===== src/rtl/register_pipeline_variable_pkg.sv =====
// rtl/register_pipeline_variable_pkg.sv - shared state encoding and width helper for the pipeline sequencer
package register_pipeline_variable_pkg;

  typedef enum logic [1:0] {
    CLEAR = 2'd0,
    LOAD  = 2'd1,
    RUN   = 2'd2,
    DRAIN = 2'd3
  } state_t;

  // Ceiling log2, usable in parameter expressions.
  function automatic int clog2(input int value);
    int result;
    int rem;
    result = 0;
    rem    = value - 1;
    while (rem > 0) begin
      result = result + 1;
      rem    = rem >> 1;
    end
    return result;
  endfunction

endpackage


===== src/rtl/register_pipeline_variable_fill_counter.sv =====
// rtl/register_pipeline_variable_fill_counter.sv - saturating occupancy counter with synchronous clear
module register_pipeline_variable_fill_counter #(
  parameter int MAX_COUNT = 16,
  parameter int WIDTH     = 5
) (
  input  logic             clock,
  input  logic             reset_n,
  input  logic             clear,
  input  logic             inc,
  output logic [WIDTH-1:0] count
);

  // Count shifts into the pipeline, holding at MAX_COUNT once the pipeline is full.
  always_ff @(posedge clock or negedge reset_n) begin
    if (!reset_n) begin
      count <= '0;
    end else if (clear) begin
      count <= '0;
    end else if (inc && (count != WIDTH'(MAX_COUNT))) begin
      count <= count + 1'b1;
    end
  end

endmodule


===== src/rtl/register_pipeline_variable_sequencer.sv =====
// rtl/register_pipeline_variable_sequencer.sv - ready/valid and retune sequencer for a variable-tap SRL pipeline
module register_pipeline_variable_sequencer
  import register_pipeline_variable_pkg::*;
#(
  parameter int  PIPE_DEPTH  = 16,
  parameter int  DEFAULT_TAP = 0,
  localparam int ADDR_WIDTH  = clog2(PIPE_DEPTH),
  localparam int FILL_WIDTH  = clog2(PIPE_DEPTH + 1)
) (
  input  logic                  clock,
  input  logic                  reset_n,
  input  logic                  in_valid,
  output logic                  in_ready,
  output logic                  out_valid,
  input  logic                  out_ready,
  input  logic                  cfg_valid,
  output logic                  cfg_ready,
  input  logic [ADDR_WIDTH-1:0] cfg_tap,
  input  logic                  cfg_flush,
  output logic                  pipe_shift_data,
  output logic                  pipe_clear,
  output logic                  pipe_tap_number_load,
  output logic [ADDR_WIDTH-1:0] pipe_tap_number,
  output logic                  busy
);

  if ((PIPE_DEPTH != 16) && (PIPE_DEPTH != 32)) begin : g_bad_depth
    $error("PIPE_DEPTH must be 16 or 32");
  end
  if ((DEFAULT_TAP < 0) || (DEFAULT_TAP >= PIPE_DEPTH)) begin : g_bad_tap
    $error("DEFAULT_TAP must be within 0..PIPE_DEPTH-1");
  end

  state_t                  state;
  state_t                  state_next;
  logic [ADDR_WIDTH-1:0]   tap;
  logic [FILL_WIDTH-1:0]   fill;
  logic [FILL_WIDTH-1:0]   drain_cnt;
  logic [FILL_WIDTH-1:0]   fill0;
  logic [FILL_WIDTH-1:0]   tap_ext;
  logic [FILL_WIDTH-1:0]   tap_plus_one;
  logic                    cfg_accept;
  logic                    fill_inc;
  logic                    drain_step;

  assign tap_ext      = FILL_WIDTH'(tap);
  assign tap_plus_one = tap_ext + 1'b1;

  register_pipeline_variable_fill_counter #(
    .MAX_COUNT (PIPE_DEPTH),
    .WIDTH     (FILL_WIDTH)
  ) u_fill_counter (
    .clock   (clock),
    .reset_n (reset_n),
    .clear   (state == CLEAR),
    .inc     (fill_inc),
    .count   (fill)
  );

  // Next state and all handshake/pipeline controls; config requests win over data in RUN.
  always_comb begin
    state_next           = state;
    in_ready             = 1'b0;
    out_valid            = 1'b0;
    cfg_ready            = 1'b0;
    pipe_shift_data      = 1'b0;
    pipe_clear           = 1'b0;
    pipe_tap_number_load = 1'b0;
    pipe_tap_number      = '0;
    busy                 = 1'b1;
    cfg_accept           = 1'b0;
    fill_inc             = 1'b0;
    drain_step           = 1'b0;
    case (state)
      CLEAR: begin
        pipe_clear = 1'b1;
        state_next = LOAD;
      end
      LOAD: begin
        pipe_tap_number_load = 1'b1;
        pipe_tap_number      = tap;
        state_next           = RUN;
      end
      RUN: begin
        busy            = 1'b0;
        cfg_ready       = 1'b1;
        out_valid       = (fill > tap_ext);
        in_ready        = !cfg_valid && (!out_valid || out_ready);
        pipe_shift_data = in_valid && in_ready;
        fill_inc        = pipe_shift_data;
        if (cfg_valid) begin
          cfg_accept = 1'b1;
          state_next = cfg_flush ? DRAIN : LOAD;
        end
      end
      DRAIN: begin
        // Bubbles are pushed until every word still inside the old latency window has reached the tap.
        out_valid       = (drain_cnt <= fill0) && (drain_cnt != '0);
        pipe_shift_data = !out_valid || out_ready;
        drain_step      = pipe_shift_data;
        if (pipe_shift_data && (drain_cnt == FILL_WIDTH'(1))) begin
          state_next = CLEAR;
        end
      end
      default: state_next = CLEAR;
    endcase
  end

  // State register.
  always_ff @(posedge clock or negedge reset_n) begin
    if (!reset_n) begin
      state <= CLEAR;
    end else begin
      state <= state_next;
    end
  end

  // Tap capture on config accept; drain bookkeeping is sized from the old tap.
  always_ff @(posedge clock or negedge reset_n) begin
    if (!reset_n) begin
      tap       <= ADDR_WIDTH'(DEFAULT_TAP);
      drain_cnt <= '0;
      fill0     <= '0;
    end else begin
      if (cfg_accept) begin
        tap <= cfg_tap;
        if (cfg_flush) begin
          drain_cnt <= tap_plus_one;
          fill0     <= (fill < tap_plus_one) ? fill : tap_plus_one;
        end
      end
      if (drain_step) begin
        drain_cnt <= drain_cnt - 1'b1;
      end
    end
  end

endmodule


===== config.mk =====
export PLATFORM = sky130hd
export DESIGN_NAME = register_pipeline_variable_sequencer
export DESIGN_NICKNAME = d
export VERILOG_FILES = /design/src/rtl/register_pipeline_variable_pkg.sv /design/src/rtl/register_pipeline_variable_fill_counter.sv /design/src/rtl/register_pipeline_variable_sequencer.sv
export SDC_FILE = /design/constraint.sdc
export NUM_CORES = 1
export LEC_CHECK = 0
export ABC_AREA = 1
export CAP_MARGIN = 20
export CORE_MARGIN = 10
export CORE_UTILIZATION = 45
export DETAILED_ROUTE_END_ITERATION = 8
export HOLD_SLACK_MARGIN = 0.08
export PLACE_DENSITY = 0.67
export SYNTH_ARGS = -nofsm -noshare
export SYNTH_HDL_FRONTEND = slang
export SYNTH_SLANG_ARGS = --single-unit

===== constraint.sdc =====
create_clock -name clock -period 2.5 [get_ports clock]
set_input_delay 0.5 -clock clock [delete_from_list [all_inputs] [get_ports clock]]
set_output_delay 0.5 -clock clock [all_outputs]
set_load 0.01 [all_outputs]

* Word-level counts from Yosys, hierarchy flattened
Cells that the tools add are included.
Operators by class: $add $sub $neg 3, equality and inequality tests 7, reductions and logical operators 18, mux-type cells 22, order comparisons 3
Operators with widths (number):
- 5-bit 2-to-1 mux | 6
- 1-bit 2-to-1 mux | 9
- 2-bit case mux with 4 select lines | 1
- 2-bit 2-to-1 mux | 3
- 2-bit AND reduction | 3
- 2-bit nonzero test | 3
- 4-bit by 1-bit adder with 5-bit output, second input constant | 1
- 5-bit by 1-bit adder with 5-bit output, second input constant | 1
- 5-bit by 1-bit == test with 1-bit output, second input constant | 1
- 5-bit by 4-bit greater-than comparator with 1-bit output | 1
- 5-bit <= comparator | 1
- 1-bit logical AND | 5
- 5-bit less-than comparator | 1
- 5-bit != test, second input constant | 1
- 5-bit nonzero test | 1
- 5-bit by 1-bit subtractor with 5-bit output, second input constant | 1
- 2-bit == test, second input constant | 2
- 4-bit 2-to-1 mux | 1
- 2-bit != test, second input constant | 2
- 1-bit case mux with 2 select lines | 2
- 1-bit logical NOT | 3
- 2-bit by 1-bit == test with 1-bit output, second input constant | 1
- 2-bit logical NOT | 1
- 1-bit logical OR | 2
Word-level totals: input bits 10, bits in registers 21, output and inout bits 11, logic and storage cells 58

* Longest topological paths before layout
Gate-level depths: netlist of run 1.
depth after elaboration 9, mapped depth 13, depth with buffers taken out 12

* By module
Synthesis of run 1 repeated with hierarchy kept, for this count alone.
Second synthesis, totals: cell total of the unflattened synthesis 229, area total of the unflattened synthesis 1725.4 um2
Modules (own cells, without submodules):
- register_pipeline_variable_sequencer | sequential area each 400.4 um2, cells an instance 186, area each 1373.8 um2, instances 1
- register_pipeline_variable_fill_counter | sequential area each 125.1 um2, cells an instance 43, area each 351.6 um2, instances 1

* Worst setup path after synthesis of run 1
No wires, ideal clock.
kind register to output, start point register drain_cnt[2], end point output port pipe_shift_data, slack 0.567 ns, arrival time 1.433 ns, cell stages (with the launch flop) 11, path buffers 1, data required time 2.000 ns, path through dfrtp_1 ha_1 nand2_1 nor2_2 nand2_1 nand3_1 nand2_2 nand3_4 nand2_2 buf_6 nand2_1
On the way: cells in the longest elaborated chain, start to end 5, elaborated cells on any way between the ends 6, classes of those cells 1 x order compare; 1 x mux; 4 x reduce/logical
RTL lines:
- from (decl) | line register_pipeline_variable_sequencer.sv:38 | logic [FILL_WIDTH-1:0] drain_cnt;
- from (signal assigned) | line register_pipeline_variable_sequencer.sv:128 | drain_cnt <= tap_plus_one;
- from (signal assigned) | line register_pipeline_variable_sequencer.sv:133 | drain_cnt <= drain_cnt - 1'b1;
- 5-bit <= comparator or 5-bit nonzero test (tied branches) | line register_pipeline_variable_sequencer.sv:98 | out_valid = (drain_cnt <= fill0) && (drain_cnt != '0);
- 1-bit logical AND * | line register_pipeline_variable_sequencer.sv:98
- 1-bit logical NOT * | line register_pipeline_variable_sequencer.sv:99 | pipe_shift_data = !out_valid || out_ready;
- 1-bit logical OR * | line register_pipeline_variable_sequencer.sv:99
- 1-bit case mux with 2 select lines * | line register_pipeline_variable_sequencer.sv:74 | case (state)
- to (decl) | line register_pipeline_variable_sequencer.sv:20 | output logic pipe_shift_data,
Every way passes the cells marked *; elsewhere a longest branch is shown, timed or not.

* Final worst setup path of run 1
start point register fill0[4], end point output port pipe_shift_data
On the way: cells in the longest elaborated chain, start to end 5
RTL lines:
- from (decl) | line register_pipeline_variable_sequencer.sv:39 | logic [FILL_WIDTH-1:0] fill0;
- from (signal assigned) | line register_pipeline_variable_sequencer.sv:129 | fill0 <= (fill < tap_plus_one) ? fill : tap_plus_one;
- 5-bit <= comparator | line register_pipeline_variable_sequencer.sv:98
- 1-bit logical AND | line register_pipeline_variable_sequencer.sv:98
- 1-bit logical NOT | line register_pipeline_variable_sequencer.sv:99
- 1-bit logical OR | line register_pipeline_variable_sequencer.sv:99
- 1-bit case mux with 2 select lines | line register_pipeline_variable_sequencer.sv:74
No other way between the ends.

==> out/results.tsv, run 1 <==
stage	metric	value	unit
drt	drt-initial-drc-count	62	
drt	wl_per_cell	12.6	um
global_route	antenna_found_initial	0	
finish	fill_cells	348	
sta	slew_violations	0	
finish	final_common_cell	nand2_1	
power	max-vdd-ir-drop	0.628	mV
setup_path	startpoint_type	flip-flop	
global_route	grt_pass1_vias	1492	
drt	via_per_inst	4.84	
finish	antenna_cells	0	
floorplanning	fp.dieArea	0.00660	sq mm
hold_path	worstHoldStart	fill0[0]	
sta	max_freq	424	MHz
setup_path	end_kind	output port	
finish	fin_cells	309	
placement	placement.io_buffers	20	
drt	num_vias	1497	
global_route	grt_max_degree	22	
setup_path	rr_endpoint	fill0[3]	
clock_network	cts_root_buffer	clkbuf_8	
setup_path	worstPathArrival	1.86	ns
power	p_sw	1.30	mW
finish	final_cell_mix	56 x nand2_1, 33 x inv_1, 21 x dfrtp_1, 19 x ha_1, 18 x nand3_1	
sta	fin_setup_tns	0	ns
hold_path	min_path_cells	2	
setup_path	ff2ff_path_depth	10	
power	p_leak	1.09	nW
clock_network	clock_latency	0.26	ns
clock_network	cts_buffers	3	
global_route	grt_pass1_wl	6740	um
power	combPwrFrac	0.697	
power	share_clk_of_total_power	0.086	
hold_path	min-delay-path-class	reg -> reg	
logic_synthesis	synth-seq-cells	21	
logic_synthesis	synthCells	223	
floorplanning	io_pins	21	
power	switching_share	0.485	
power	p_int	1.38	mW
finish	syn2layout_area_growth	24.1	%
logic_synthesis	synth_top_cell_by_area	dfrtp_1	
sta	post-route-period-util	0.942	
placement	hpwl	3120	um
setup_path	critPathRequiredTime	2.00	ns
power	seqPwrFrac	0.217	
setup_path	rrSetupSlack	0.28	ns
logic_synthesis	synthDistinctLibCells	31	
setup_path	crit_top_cell	nand2_1	
drt	drcViolationCount	0	
logic_synthesis	ys_warn_count	0	
setup_path	path_cells	inv_1 -> ha_1 -> nand2_1 -> inv_1 -> nand2_1 -> nand3_1 -> nand2_2 -> nand3_4 -> nand2_2 -> nand2_1 -> clkdlybuf4s15_1	
sta	fin_crit	2.36	ns
placement	placed_cells	303	
clock_network	clkTransAtPathRegs	0.08	ns
floorplanning	die_w	81.3	um
sta	relSlewSlack	0.703	
sta	skew	0.00331	ns
logic_synthesis	synthTopCellsByArea	dfrtp_1 31%, ha_1 14%, nand2_1 12%	
logic_synthesis	ys_seq_area_frac	0.311	
floorplanning	row_count	22	
finish	drive_above_1_share	0.153	
logic_synthesis	syn_nets	252	
global_route	grt.overflow.total	0	
setup_path	slowest_stage	dfrtp_1	
placement	gp_congestion	0.836	
setup_path	cpLargestDelayFamily	simple AND/OR/NAND/NOR gates	
logic_synthesis	synth_area_per_cell	7.57	sq um
floorplanning	dieHeight	81.3	um
drt	drtAntennaViolNets	0	
finish	nNetsFinal	291	
logic_synthesis	synthFlopType	dfrtp_1	
clock_network	cts_buffer_depth	2	
logic_synthesis	synth_edf_count	0	
setup_path	rr_startpoint	tap[0]	
logic_synthesis	async_flop_share	1.00	
drt	dr.pass1.iters	4	
clock_network	cts_htree_levels	1	
global_route	grt_usage	0.128	
floorplanning	start_util	0.465	
setup_path	crit_fanout	6	
drt	wirelength	3890	um
clock_network	clock_sinks	21	
run	drv_cap	0	
logic_synthesis	synth_top_area_frac	0.311	
floorplanning	core-area	0.00363	sq mm
sta	worst_slew_pin_slew	0.444	ns
sta	rsz0062_at_grt	no	
logic_synthesis	netlist_area	0.00169	sq mm
sta	setup_viol	0	
setup_path	path_class	reg -> out	
finish	multi_input_area	0.00102	sq mm
setup_path	cp_slowest_stage_delay	0.37	ns
setup_path	crit_buf_inv	3	
sta	hold_viol	0	
power	power_density	1270	mW/mm^2
clock_network	cts_tree	done	
finish	seqCellArea	526	sq um
outcome	status	completed	
hold_path	hold_path_end	fill0[0]	
[worst min-delay path, stage by stage, from the launching register on]
cell and delay (ns):
dfrtp_1 0.36, nand2_1 0.06, nand2_1 0.06
[cells in the mapped netlist (2+ instances only)]
| master | count |
|---|---|
| a21oi_1 | 7 |
| a21oi_2 | 2 |
| buf_6 | 2 |
| dfrtp_1 | 21 |
| ha_1 | 19 |
| inv_1 | 33 |
| nand2_1 | 56 |
| nand2_2 | 3 |
| nand2_4 | 2 |
| nand3_1 | 19 |
| nand3_2 | 2 |
| nand3b_1 | 2 |
| nand4_1 | 4 |
| nor2_1 | 17 |
| nor2_2 | 2 |
| nor3_1 | 2 |
| o21ai_0 | 6 |
| o21ai_1 | 6 |
| o21ai_2 | 2 |
| or2_1 | 2 |
| xnor2_1 | 3 |
| xor2_1 | 2 |
[logic make-up after synthesis]
| kind of cell | Yosys count | synth area share |
|---|---|---|
| and+or+nand+nor | 116 | 0.342 |
| buffers and inverters | 37 | 0.0911 |
| AOI/OAI and AO/OA | 25 | 0.0889 |
| DFF | 21 | 0.311 |
| adders and majority gates | 19 | 0.141 |
| xor gates and xnor gates | 5 | 0.0259 |
[worst max path at each step]
stage                            start         endpoint  slack (ns)  depth (start not counted)
final                         fill0[4]  pipe_shift_data        0.14                         11
after global routing            tap[3]  pipe_shift_data       0.006                         12
after CTS                       tap[3]  pipe_shift_data       0.008                         12
after detailed placement        tap[3]  pipe_shift_data        0.07                         11
after global placement          tap[3]  pipe_shift_data        0.08                         12
after floorplan           drain_cnt[2]  pipe_shift_data        0.57                         10
[sequential cells by signal, indices dropped and copies added (netlist names)]
register	flops
state	2
drain_cnt	5
fill0	5
tap	4
u_fill_counter.count	5
[metrics by stage]
step | utilization | instance area [sq um] | setup WS, ns | hold slack, ns | total power [mW]
6_report | 0.577 | 2100 | 0.144 | 0.504 | 2.67
5_1_grt | 0.577 | 2100 | 0.00559 | 0.535 | 2.98
4_1_cts | 0.571 | 2070 | 0.00785 | 0.509 | 2.66
3_5_place_dp | 0.559 | 2030 | 0.0750 | 0.489 | 2.44
3_3_place_gp | 0.559 | 2030 | 0.0756 | 0.484 | 2.42
2_1_floorplan | - | 1690 | 0.567 | 0.204 | 1.83
[final cells by class]
type | count | area share
Multi-Input combinational cell | 165 | 0.485
Sequential cell | 21 | 0.251
Timing Repair Buffer | 36 | 0.152
Inverter | 35 | 0.0626
Tap cell | 48 | 0.0286
Clock buffer | 4 | 0.0215
[power groups by stage]
stage / sequential (mW) / combinational, mW / clock (mW)
floorplan: 0.623 / 1.20 / 0
global placement: 0.591 / 1.83 / 0
detailed placement: 0.596 / 1.85 / 0
CTS: 0.588 / 1.83 / 0.237
global route: 0.600 / 2.14 / 0.250
finish: 0.579 / 1.86 / 0.231
[routing by layer]
metal,track usage,up-vias,routed length [um]
li1,-,793,-
met1,0.152,674,1820
met2,0.220,23,1840
met4,0.0415,0,60
met5,0,-,0
met3,0.0298,7,168
[timing repair]
action,CTS,global route
pin swaps,0,0
endpoints found under the setup margin,3,3
resized for setup,3,3
hold buffers,0,0
buffers inserted,0,2
Note: power is estimated with default switching activity, not from simulation.
==> inputs of run 2 (changes only) <==
- SLEW_MARGIN: default -> 20
==> results of run 2 <==
The final DEF is identical to that of run 1; final timing and power are the same.
